File: config.mk
export PLATFORM = sky130hd
export DESIGN_NAME = axi_tx
export DESIGN_NICKNAME = d
export VERILOG_FILES = /design/src/rtl/axi_tx.sv
export SDC_FILE = /design/constraint.sdc
export NUM_CORES = 1
export LEC_CHECK = 0
export CAP_MARGIN = 20
export CORE_ASPECT_RATIO = 0.75
export CORE_UTILIZATION = 50
export DETAILED_ROUTE_END_ITERATION = 10
export PLACE_DENSITY_LB_ADDON = 0.08
export REMOVE_ABC_BUFFERS = 1
export SETUP_SLACK_MARGIN = 0.3
export SLEW_MARGIN = 10
export SYNTH_ARGS = -nofsm -noshare
export SYNTH_HDL_FRONTEND = slang
export SYNTH_SLANG_ARGS = --single-unit
File: constraint.sdc
create_clock -name aclk -period 1.82 [get_ports aclk]
set_input_delay 0.182 -clock aclk [delete_from_list [all_inputs] [get_ports aclk]]
set_output_delay 0.182 -clock aclk [all_outputs]
set_load 0.01 [all_outputs]
File: src/rtl/axi_tx.sv
// AXI-Stream to serial transmitter: one-entry holding register, MSB-first shifter, divided sclk.
// Optional macro TX_TLAST_GAP_EN inserts GAP_SCLKS idle sclk periods after every tlast packet.
module axi_tx #(
  parameter int PACKET_LENGTH = 32,
  parameter int CLK_DIV       = 2,
  parameter int GAP_SCLKS     = 4
) (
  input  logic                     aclk,
  input  logic                     areset,
  input  logic [PACKET_LENGTH-1:0] s_tdata,
  input  logic                     s_tvalid,
  input  logic                     s_tlast,
  output logic                     s_tready,
  output logic                     sclk,
  output logic                     sdata,
  output logic                     svalid,
  output logic                     busy
);

  localparam int BW = (PACKET_LENGTH > 1) ? $clog2(PACKET_LENGTH) : 1;
  localparam logic [BW-1:0] BIT_TOP = BW'(PACKET_LENGTH - 1);
  localparam logic [7:0]    DIV_TOP = 8'(CLK_DIV - 1);

  localparam logic [1:0] ST_IDLE  = 2'd0;
  localparam logic [1:0] ST_SHIFT = 2'd1;
`ifdef TX_TLAST_GAP_EN
  localparam logic [1:0] ST_GAP   = 2'd2;
  localparam logic [3:0] GAP_TOP  = 4'(GAP_SCLKS - 1);
`endif

  logic [1:0]               state_r, state_n;
  logic [7:0]               div_cnt_r, div_cnt_n;
  logic [PACKET_LENGTH-1:0] shreg_r, shreg_n;
  logic [BW-1:0]            bit_cnt_r, bit_cnt_n;
  logic [PACKET_LENGTH-1:0] hold_data_r, hold_data_n;
  logic                     hold_full_r, hold_full_n;
  logic                     sclk_n, sdata_n, svalid_n, tready_n, busy_n;
  logic                     rise_s, capture_s, load_s;
`ifdef TX_TLAST_GAP_EN
  logic                     hold_last_r, hold_last_n;
  logic                     last_r, last_n;
  logic [3:0]               gap_cnt_r, gap_cnt_n;
`else
  logic                     unused_s;
  assign unused_s = s_tlast & (GAP_SCLKS > 0);
`endif

  // Next-state logic: sclk divider, serialiser FSM and holding register
  always_comb begin
    state_n     = state_r;
    div_cnt_n   = div_cnt_r + 8'd1;
    sclk_n      = sclk;
    shreg_n     = shreg_r;
    bit_cnt_n   = bit_cnt_r;
    hold_data_n = hold_data_r;
    hold_full_n = hold_full_r;
    sdata_n     = sdata;
    svalid_n    = svalid;
    load_s      = 1'b0;
`ifdef TX_TLAST_GAP_EN
    hold_last_n = hold_last_r;
    last_n      = last_r;
    gap_cnt_n   = gap_cnt_r;
`endif
    if (div_cnt_r == DIV_TOP) begin
      div_cnt_n = 8'd0;
      sclk_n    = ~sclk;
    end else begin
      div_cnt_n = div_cnt_r + 8'd1;
    end
    rise_s    = (div_cnt_r == DIV_TOP) && !sclk;
    capture_s = s_tvalid && s_tready;

    // Serial outputs only move on the aclk edge where sclk rises
    if (rise_s) begin
      case (state_r)
        ST_IDLE: begin
          if (hold_full_r) begin
            load_s = 1'b1;
          end else begin
            state_n = ST_IDLE;
          end
        end
        ST_SHIFT: begin
          if (bit_cnt_r != {BW{1'b0}}) begin
            shreg_n   = {shreg_r[PACKET_LENGTH-2:0], 1'b0};
            sdata_n   = shreg_r[PACKET_LENGTH-2];
            bit_cnt_n = bit_cnt_r - BW'(1);
`ifdef TX_TLAST_GAP_EN
          end else if (last_r) begin
            state_n   = ST_GAP;
            gap_cnt_n = 4'd0;
            sdata_n   = 1'b0;
            svalid_n  = 1'b0;
`endif
          end else if (hold_full_r) begin
            load_s = 1'b1;
          end else begin
            state_n  = ST_IDLE;
            sdata_n  = 1'b0;
            svalid_n = 1'b0;
          end
        end
`ifdef TX_TLAST_GAP_EN
        ST_GAP: begin
          if (gap_cnt_r != GAP_TOP) begin
            gap_cnt_n = gap_cnt_r + 4'd1;
          end else if (hold_full_r) begin
            load_s = 1'b1;
          end else begin
            state_n = ST_IDLE;
          end
        end
`endif
        default: begin
          state_n  = ST_IDLE;
          sdata_n  = 1'b0;
          svalid_n = 1'b0;
        end
      endcase
    end else begin
      state_n = state_r;
    end

    if (load_s) begin
      state_n     = ST_SHIFT;
      shreg_n     = hold_data_r;
      sdata_n     = hold_data_r[PACKET_LENGTH-1];
      svalid_n    = 1'b1;
      bit_cnt_n   = BIT_TOP;
      hold_full_n = 1'b0;
`ifdef TX_TLAST_GAP_EN
      last_n      = hold_last_r;
`endif
    end else begin
      hold_full_n = hold_full_r;
    end

    // Capture and load are exclusive: s_tready is low whenever the holder is full
    if (capture_s) begin
      hold_full_n = 1'b1;
      hold_data_n = s_tdata;
`ifdef TX_TLAST_GAP_EN
      hold_last_n = s_tlast;
`endif
    end else begin
      hold_data_n = hold_data_r;
    end

    tready_n = !hold_full_n;
    busy_n   = (state_n != ST_IDLE) || hold_full_n;
  end

  // State and output registers with synchronous reset
  always_ff @(posedge aclk) begin
    if (areset) begin
      state_r     <= ST_IDLE;
      div_cnt_r   <= 8'd0;
      sclk        <= 1'b0;
      shreg_r     <= {PACKET_LENGTH{1'b0}};
      bit_cnt_r   <= {BW{1'b0}};
      hold_data_r <= {PACKET_LENGTH{1'b0}};
      hold_full_r <= 1'b0;
      sdata       <= 1'b0;
      svalid      <= 1'b0;
      s_tready    <= 1'b0;
      busy        <= 1'b0;
`ifdef TX_TLAST_GAP_EN
      hold_last_r <= 1'b0;
      last_r      <= 1'b0;
      gap_cnt_r   <= 4'd0;
`endif
    end else begin
      state_r     <= state_n;
      div_cnt_r   <= div_cnt_n;
      sclk        <= sclk_n;
      shreg_r     <= shreg_n;
      bit_cnt_r   <= bit_cnt_n;
      hold_data_r <= hold_data_n;
      hold_full_r <= hold_full_n;
      sdata       <= sdata_n;
      svalid      <= svalid_n;
      s_tready    <= tready_n;
      busy        <= busy_n;
`ifdef TX_TLAST_GAP_EN
      hold_last_r <= hold_last_n;
      last_r      <= last_n;
      gap_cnt_r   <= gap_cnt_n;
`endif
    end
  end

endmodule

==> impl_summary.md, run 1 <==
Status
The flow ran to the end, but the final reports show violations. The checks that failed: setup timing.

Synthesis
Sequential cells were found to cover 49.5% of the synthesized design area. The cell count after synthesis is 383. After synthesis the cells add up to 3400 µm². The async set-reset flop share out of synthesis is 0%. The synthesized area per cell is 8.88 µm².

Synthesis instantiated 37 different standard cells from the library. Counting flops with a built-in enable in the synthesized netlist gives 0. The number of flip-flops and latches in the synthesized netlist is 84. The Yosys step of the flow raised 0 warnings. The commonest register cell after synthesis is sky130_fd_sc_hd__dfxtp_1.

Timing
The final period demand of the worst path is 1900 ps. Static timing analysis puts the maximum clock frequency at 525 MHz. The final clock skew is 9.14 ps. Setup repair after global routing could not meet its margin everywhere. The post-layout worst setup margin is -84.7 ps. The final setup TNS is -1360 ps. The relative slew slack is 60.5%. The number of max-slew violations in the final report is 0.

The number of hold-slack violations in the final timing report is 0. The final worst-path cycle share is 105%. The actual slew at the worst max-slew pin is 588 ps. Setup violations remaining at the end of the flow were counted as 36. The worst hold margin is 210 ps.

Critical path
The highest fanout seen on the critical path is 5. STA puts the critical path data arrival time at 2120 ps. The required arrival time at the worst endpoint is 2040 ps. The critical path class is flop to flop. The gate family responsible for the most delay along the worst path is compound AO/OA/AOI/OAI gates.

The signal on the critical path passes through inv_2 > ha_4 > nor4b_4 > buf_4 > nand4bb_4 > buf_6 > o41ai_2 > a31oi_1. STA classifies the critical path startpoint as a flop. The slowest stage of the critical path belongs to the cell sky130_fd_sc_hd__dfxtp_2. The combined buffer and inverter count along the critical path is 3.

STA classifies the critical path endpoint as a flop. The stage delay of the slowest cell on the critical path is 360 ps.

Route
The first-pass iteration count of the detailed router is 4. After detailed routing, the number of remaining DRC violations is 0. The detailed router placed 2945 vias in this run.

The ratio of routed vias to standard cells is 5.43. The routed length per instance is 16.4 µm. The count of nets left with antenna violations once routing finished came out at 0. The post-detailed-routing wire length is 8.89 mm. The first routing iteration left 190 violations.

Floorplanning
The number of placed I/O pins is 41. The die covers 7140 µm². The starting utilization of the core area is 52.8%.

The floorplan step set the die height to 73.4 µm. The core region is 6440 µm². The number of rows in the core area is 25.

The horizontal extent of the die is 97.2 µm.

GRT
The first global-routing pass estimated 13.6 mm of wire. The via count of the first global-routing pass is 2865. Entering global routing, the biggest net connects 36 pins. The number of antenna violations at the first check in global routing is 0. Global routing finished with a remaining overflow of 0. The global routing usage summed across all routing layers is 24.1%.

Layout
The number of antenna diodes in the final layout is 0. At the end of the flow, the number of nets in the layout was 496. Compared with the post-synthesis result, the final layout area differs by 48.6%.

The post-route netlist has 30.2% of its cells at a drive strength greater than 1.

Power
The leakage dissipation is 0.00210 µW. The power density of the placed cells is 820 nW/µm². The worst-case IR drop observed on VDD is 0.441 mV.

Clocking
The clock slew seen by the registers of the worst setup and hold paths is 80 ps. The clock latency of the later-clocked register in the worst-skew pair is 350 ps. The clock sink count is 84. The number of levels the H-tree was split into is 3. The CTS root buffer is sky130_fd_sc_hd__clkbuf_8. The TritonCTS buffer count is 9.

The number of buffers between clock root and the deepest sink is 2. TritonCTS built the clock tree.

Place
The routability congestion estimate is 0.730. The quantity of I/O buffers inserted on ports is 39. The HPWL after detailed placement is 4.37 mm.

Job
Max-cap violations in this run came to 0.

Worst hold path
In this run the worst hold path is classified as input port to flop.
[registers in the layout, summed over array words and instances (netlist names)]
name and flops:
bit_cnt_r 5, busy 1, div_cnt_r 8, hold_data_r 32
hold_full_r 1, s_tready 1, sclk 1, sdata 1
shreg_r 31, state_r 2, svalid 1
[stage by stage]
stage	power [µW]	utilization [%]	setup WS [ps]	instance area [µm²]	instances
floorplan	2240	-	-2080	3270	355
global placement	2480	62.0	-125	3990	498
detailed placement	2490	62.0	-205	3990	498
CTS	4070	74.7	12.3	4810	536
global route	4290	78.4	-175	5050	542
finish	4140	78.4	-84.7	5050	542
[worst paths after layout]
kind	startpoint	to	slack (ps)	cells past startpoint
max	bit_cnt_r[0]	bit_cnt_r[3]	-80	8
max reg2reg	bit_cnt_r[0]	bit_cnt_r[3]	-80	8
min reg2reg	hold_data_r[7]	hold_data_r[7]	460	2
min	areset	hold_data_r[10]	210	2
[synthesized netlist by cell type, types with 3 or more instances]
cell | n | share of area [%]
sky130_fd_sc_hd__a21oi_1 | 39 | 5.7
sky130_fd_sc_hd__or2_2 | 4 | 0.74
sky130_fd_sc_hd__nand3_1 | 4 | 0.59
sky130_fd_sc_hd__mux2i_1 | 31 | 9.1
sky130_fd_sc_hd__inv_1 | 8 | 0.88
sky130_fd_sc_hd__buf_4 | 3 | 0.66
sky130_fd_sc_hd__ha_1 | 4 | 1.5
sky130_fd_sc_hd__dfxtp_1 | 84 | 49
sky130_fd_sc_hd__clkbuf_1 | 18 | 2.0
sky130_fd_sc_hd__xor2_1 | 4 | 1.0
sky130_fd_sc_hd__nand2_1 | 70 | 7.7
sky130_fd_sc_hd__a211oi_1 | 30 | 6.6
sky130_fd_sc_hd__xnor2_1 | 3 | 0.77
sky130_fd_sc_hd__a31oi_1 | 4 | 0.74
sky130_fd_sc_hd__nor2_1 | 42 | 4.6
sky130_fd_sc_hd__buf_1 | 4 | 0.44
[per-layer routing]
layer / vias up / share of wire, % / global-route usage [%]
met3: 21 / 4.5 / 5.42
met1: 1386 / 47 / 30.2
met2: 80 / 47 / 41.4
met4: 0 / 1.9 / 8.82
met5: - / 0 / 0
li1: 1458 / - / -
[final cells by class]
class	instances	area, µm²
multi-input combinational	264	1990
sequential	84	1690
fill	403	1390
timing repair buffer	89	1020
clock buffer	11	141
tap	81	101
clock inverter	5	75.1
inverter	8	30.0
[report_power, final]
| part | internal (µW) | total (µW) | switching, µW |
|---|---|---|---|
| combinational | 369 | 688 | 319 |
| clock | 804 | 1450 | 644 |
| sequential | 1930 | 2010 | 73.1 |
| total | 3110 | 4140 | 1040 |
[placed cells by master, fill, tap and decap left out, drive strengths merged, types with 8 or more instances in the layout]
| master | instances |
|---|---|
| dfxtp | 84 |
| nand2 | 70 |
| buf | 49 |
| nor2 | 42 |
| a21oi | 39 |
| clkdlybuf4s50 | 37 |
| mux2i | 31 |
| a211oi | 30 |
| clkbuf | 13 |
| inv | 8 |
[timing repair]
action,4_1_cts,5_1_grt
buffers inserted,17,3
pin swaps,14,15
cloned,5,3
gates resized for setup,85,28
hold buffers,0,0
setup endpoints to repair,49,48
[cell families (layout without fill, tap and decap cells)]
kind of cell	after synthesis	after routing	share of synthesized area, %
xor+xnor	7	7	1.80
mux	31	31	9.13
flops	84	84	49.5
fa+ha+maj	4	4	1.47
buf+inv	36	113	4.60
compound gates	80	80	14.6
simple gates	141	142	18.9
Power figures use the tool's default switching activity.
==> run 2, diff against run 1 <==
RECOVER_POWER = 25   (was default)
==> run 2 against run 1 <==
Against the previous run:
- the run still ends with setup timing left
- non-clock buffer count is the same
- final cell count unchanged
- global-route usage did not move
- clock power barely moved
- die area unchanged
- combinational power down 0.7%
- count of clock-buffer cells in the layout unchanged
- maximum frequency barely moved
- register-to-register slack about the same
- critical path depth unchanged
- utilization decreased by 0.23 points
- largest power group unchanged
- highest routed layer unchanged
==> impl_summary.md, run 2 (synthesis results as in run 1) <==
Timing
The relative slew slack is 49.0% (was 60.5%). The final period demand of the worst path came to 1900 ps (about the same). The highest achievable clock rate came to 525 MHz (about the same). The final setup TNS is -1380 ps (was -1360 ps). RSZ-0062 raised after global routing: yes (unchanged). The actual slew at the worst max-slew pin came to 765 ps (was 588 ps). The final clock skew came to 10.4 ps (was 9.14 ps). The number of max-slew violations in the final report was 0 (unchanged). The post-layout worst setup margin is -83.2 ps (was -84.7 ps). The setup-violating endpoint count in the final report is 36 (unchanged). The number of hold-slack violations in the final timing report came to 0 (unchanged). The final worst-path cycle share came to 105% (about the same).

Critical path
The highest fanout seen on the critical path is 5 (unchanged). Cell breakdown of the critical path: inv_2 > ha_4 > nor4b_4 > buf_4 > nand4bb_4 > buf_6 > o41ai_2 > a31oi_1 (unchanged). The stage delay of the slowest cell on the critical path was 360 ps (about the same).

The slowest stage cell on the critical path is sky130_fd_sc_hd__dfxtp_2 (unchanged). The critical path capture point type is a flop (unchanged). The combined buffer and inverter count along the critical path was 3 (unchanged).

The worst endpoint data arrival time was 2120 ps (about the same). The required arrival time at the worst endpoint was 2040 ps (about the same). The critical path class is flop to flop (unchanged). The gate family responsible for the most delay along the worst path is compound AO/OA/AOI/OAI gates (unchanged).

The category of the worst setup path launch point is a flop (unchanged).

Clocking
The TritonCTS buffer count came to 9 (unchanged). The clock sink count is 84 (unchanged). The number of levels the H-tree was split into is 3 (unchanged).

The clock latency of the later-clocked register in the worst-skew pair is 350 ps (about the same). The CTS root buffer is sky130_fd_sc_hd__clkbuf_8 (unchanged). The CTS tree is yes (unchanged). The number of buffers between clock root and the deepest sink came to 2 (unchanged).

The clock slew seen by the registers of the worst setup and hold paths was 80 ps (about the same).

Floorplanning
The number of placed I/O pins came to 41 (unchanged). The starting utilization of the core area came to 52.8% (unchanged). The area of the die is 7140 µm² (unchanged). The number of rows in the core area is 25 (unchanged). The floorplan die height is 73.4 µm (unchanged). The horizontal extent of the die was 97.2 µm (unchanged). The area of the core was 6440 µm² (unchanged).

Power
The leakage dissipation is 0.00209 µW (was 0.00210 µW). The largest voltage drop on the vdd net came to 0.439 mV (was 0.441 mV). The power density of the placed cells is 822 nW/µm² (was 820 nW/µm²).

Layout
The number of fillers in the final layout is 405 (was 403). Most frequent cells in the layout: sky130_fd_sc_hd__dfxtp_1 (78), sky130_fd_sc_hd__nand2_1 (70), sky130_fd_sc_hd__clkdlybuf4s50_1 (37) (unchanged). The most common library cell in the layout ignoring fill and taps is sky130_fd_sc_hd__dfxtp_1 (unchanged). The fraction of layout cells with a size suffix above 1 is 30.2% (unchanged). The layout overhead on the synthesized area is 48.1% (was 48.6%). The register bank with the most flops is hold_data_r (unchanged).

The flip-flop count of the largest register after layout came to 32 (unchanged). The number of nets in the layout is 496 (unchanged). The count of antenna diodes in the layout is 0 (unchanged). Registers with the most flip-flops: hold_data_r: 32 flops, shreg_r: 31 flops, div_cnt_r: 8 flops (unchanged).

GRT
The largest net degree at the start of global routing is 36 (unchanged). The number of antenna violations at the first check in global routing was 0 (unchanged). The first-pass GRT wire length is 13.6 mm (unchanged). The global routing usage summed across all routing layers was 24.1% (unchanged). The via count of the first global-routing pass is 2865 (unchanged). The sum of overflow across all layers after global routing is 0 (unchanged).

Job
The max-capacitance violation count is 0 (unchanged).

Route
The number of antenna-violating nets in the routed design is 0 (unchanged). The post-detailed-routing wire length is 8.87 mm (was 8.89 mm). The number of vias in the routed layout is 2943 (was 2945).

The routed length per instance was 16.4 µm (about the same). The residual DRC count was 0 (unchanged). The first-pass iteration count of the detailed router is 4 (unchanged). The ratio of routed vias to standard cells is 5.43 (about the same). The DRC violation total after the first TritonRoute iteration is 184 (was 190).

Place
The pre-CTS worst setup slack is -205 ps (unchanged). The quantity of I/O buffers inserted on ports is 39 (unchanged). The routability congestion estimate came to 0.730 (unchanged). The sum of net half-perimeters after detailed placement is 4.37 mm (unchanged).

Worst hold path
The worst hold-check path type was input port to flop (unchanged).

Status
Violations in the final reports: setup timing (unchanged). Status: finished, violations left (unchanged).
## run 2: cell count changes in the layout (fill, tap and decap cells not counted)
| cell | previous run | this run |
|---|---|---|
| sky130_fd_sc_hd__buf_12 | 7 | 6 |
| sky130_fd_sc_hd__and2_0 | 0 | 1 |
| sky130_fd_sc_hd__clkbuf_2 | 0 | 1 |
| sky130_fd_sc_hd__and2_1 | 2 | 1 |
## run 2: metal layers
| layer | global-route usage (%) | wire [µm] | vias up | part of all wire (%) |
|---|---|---|---|---|
| met5 | 0 | 0 | - | 0 |
| met4 | 8.82 | 184 | 0 | 2.1 |
| met3 | 5.42 | 435 | 20 | 4.9 |
| met2 | 41.4 | 4130 | 81 | 47 |
| met1 | 30.2 | 4110 | 1379 | 46 |
| li1 | - | - | 1463 | - |
## run 2: worst paths after layout
kind             startpoint               to  slack, ps  depth (start not counted)
max            bit_cnt_r[0]     bit_cnt_r[3]        -80                          8
min                  areset  hold_data_r[10]        210                          2
max reg2reg    bit_cnt_r[0]     bit_cnt_r[3]        -80                          8
min reg2reg  hold_data_r[4]   hold_data_r[4]        460                          2
## run 2: through the flow
| stage | instances | power [µW] | area [µm²] | hold slack [ps] | utilization, % |
|---|---|---|---|---|---|
| floorplan | 355 | 2240 | 3270 | 251 | - |
| global placement | 498 | 2480 | 3990 | 443 | 62.0 |
| detailed placement | 498 | 2490 | 3990 | 448 | 62.0 |
| CTS | 536 | 4070 | 4810 | 203 | 74.7 |
| global route | 542 | 4280 | 5040 | 215 | 78.2 |
| finish | 542 | 4140 | 5040 | 208 | 78.2 |
## run 2: cell type report
type / instances / area, µm² / area share, %
Multi-Input combinational cell: 264 / 1990 / 39.5
Sequential cell: 84 / 1690 / 33.6
Timing Repair Buffer: 89 / 1010 / 20.0
Clock buffer: 11 / 141 / 2.81
Tap cell: 81 / 101 / 2.01
Clock inverter: 5 / 75.1 / 1.49
Inverter: 8 / 30.0 / 0.596
## run 2: where the power goes
group          total (µW)  leakage (µW)  switching [µW]  internal [µW]
registers            2010      0.000685            72.9           1930
clock network        1450      0.000113             646            804
logic                 683       0.00130             318            364
## run 2: what timing repair did
action | 4_1_cts | 5_1_grt
setup buffers | 17 | 3
endpoints found under the setup margin | 49 | 48
resized for setup | 85 | 28
hold buffers | 0 | 0
pin swaps | 14 | 15
gates cloned | 5 | 3
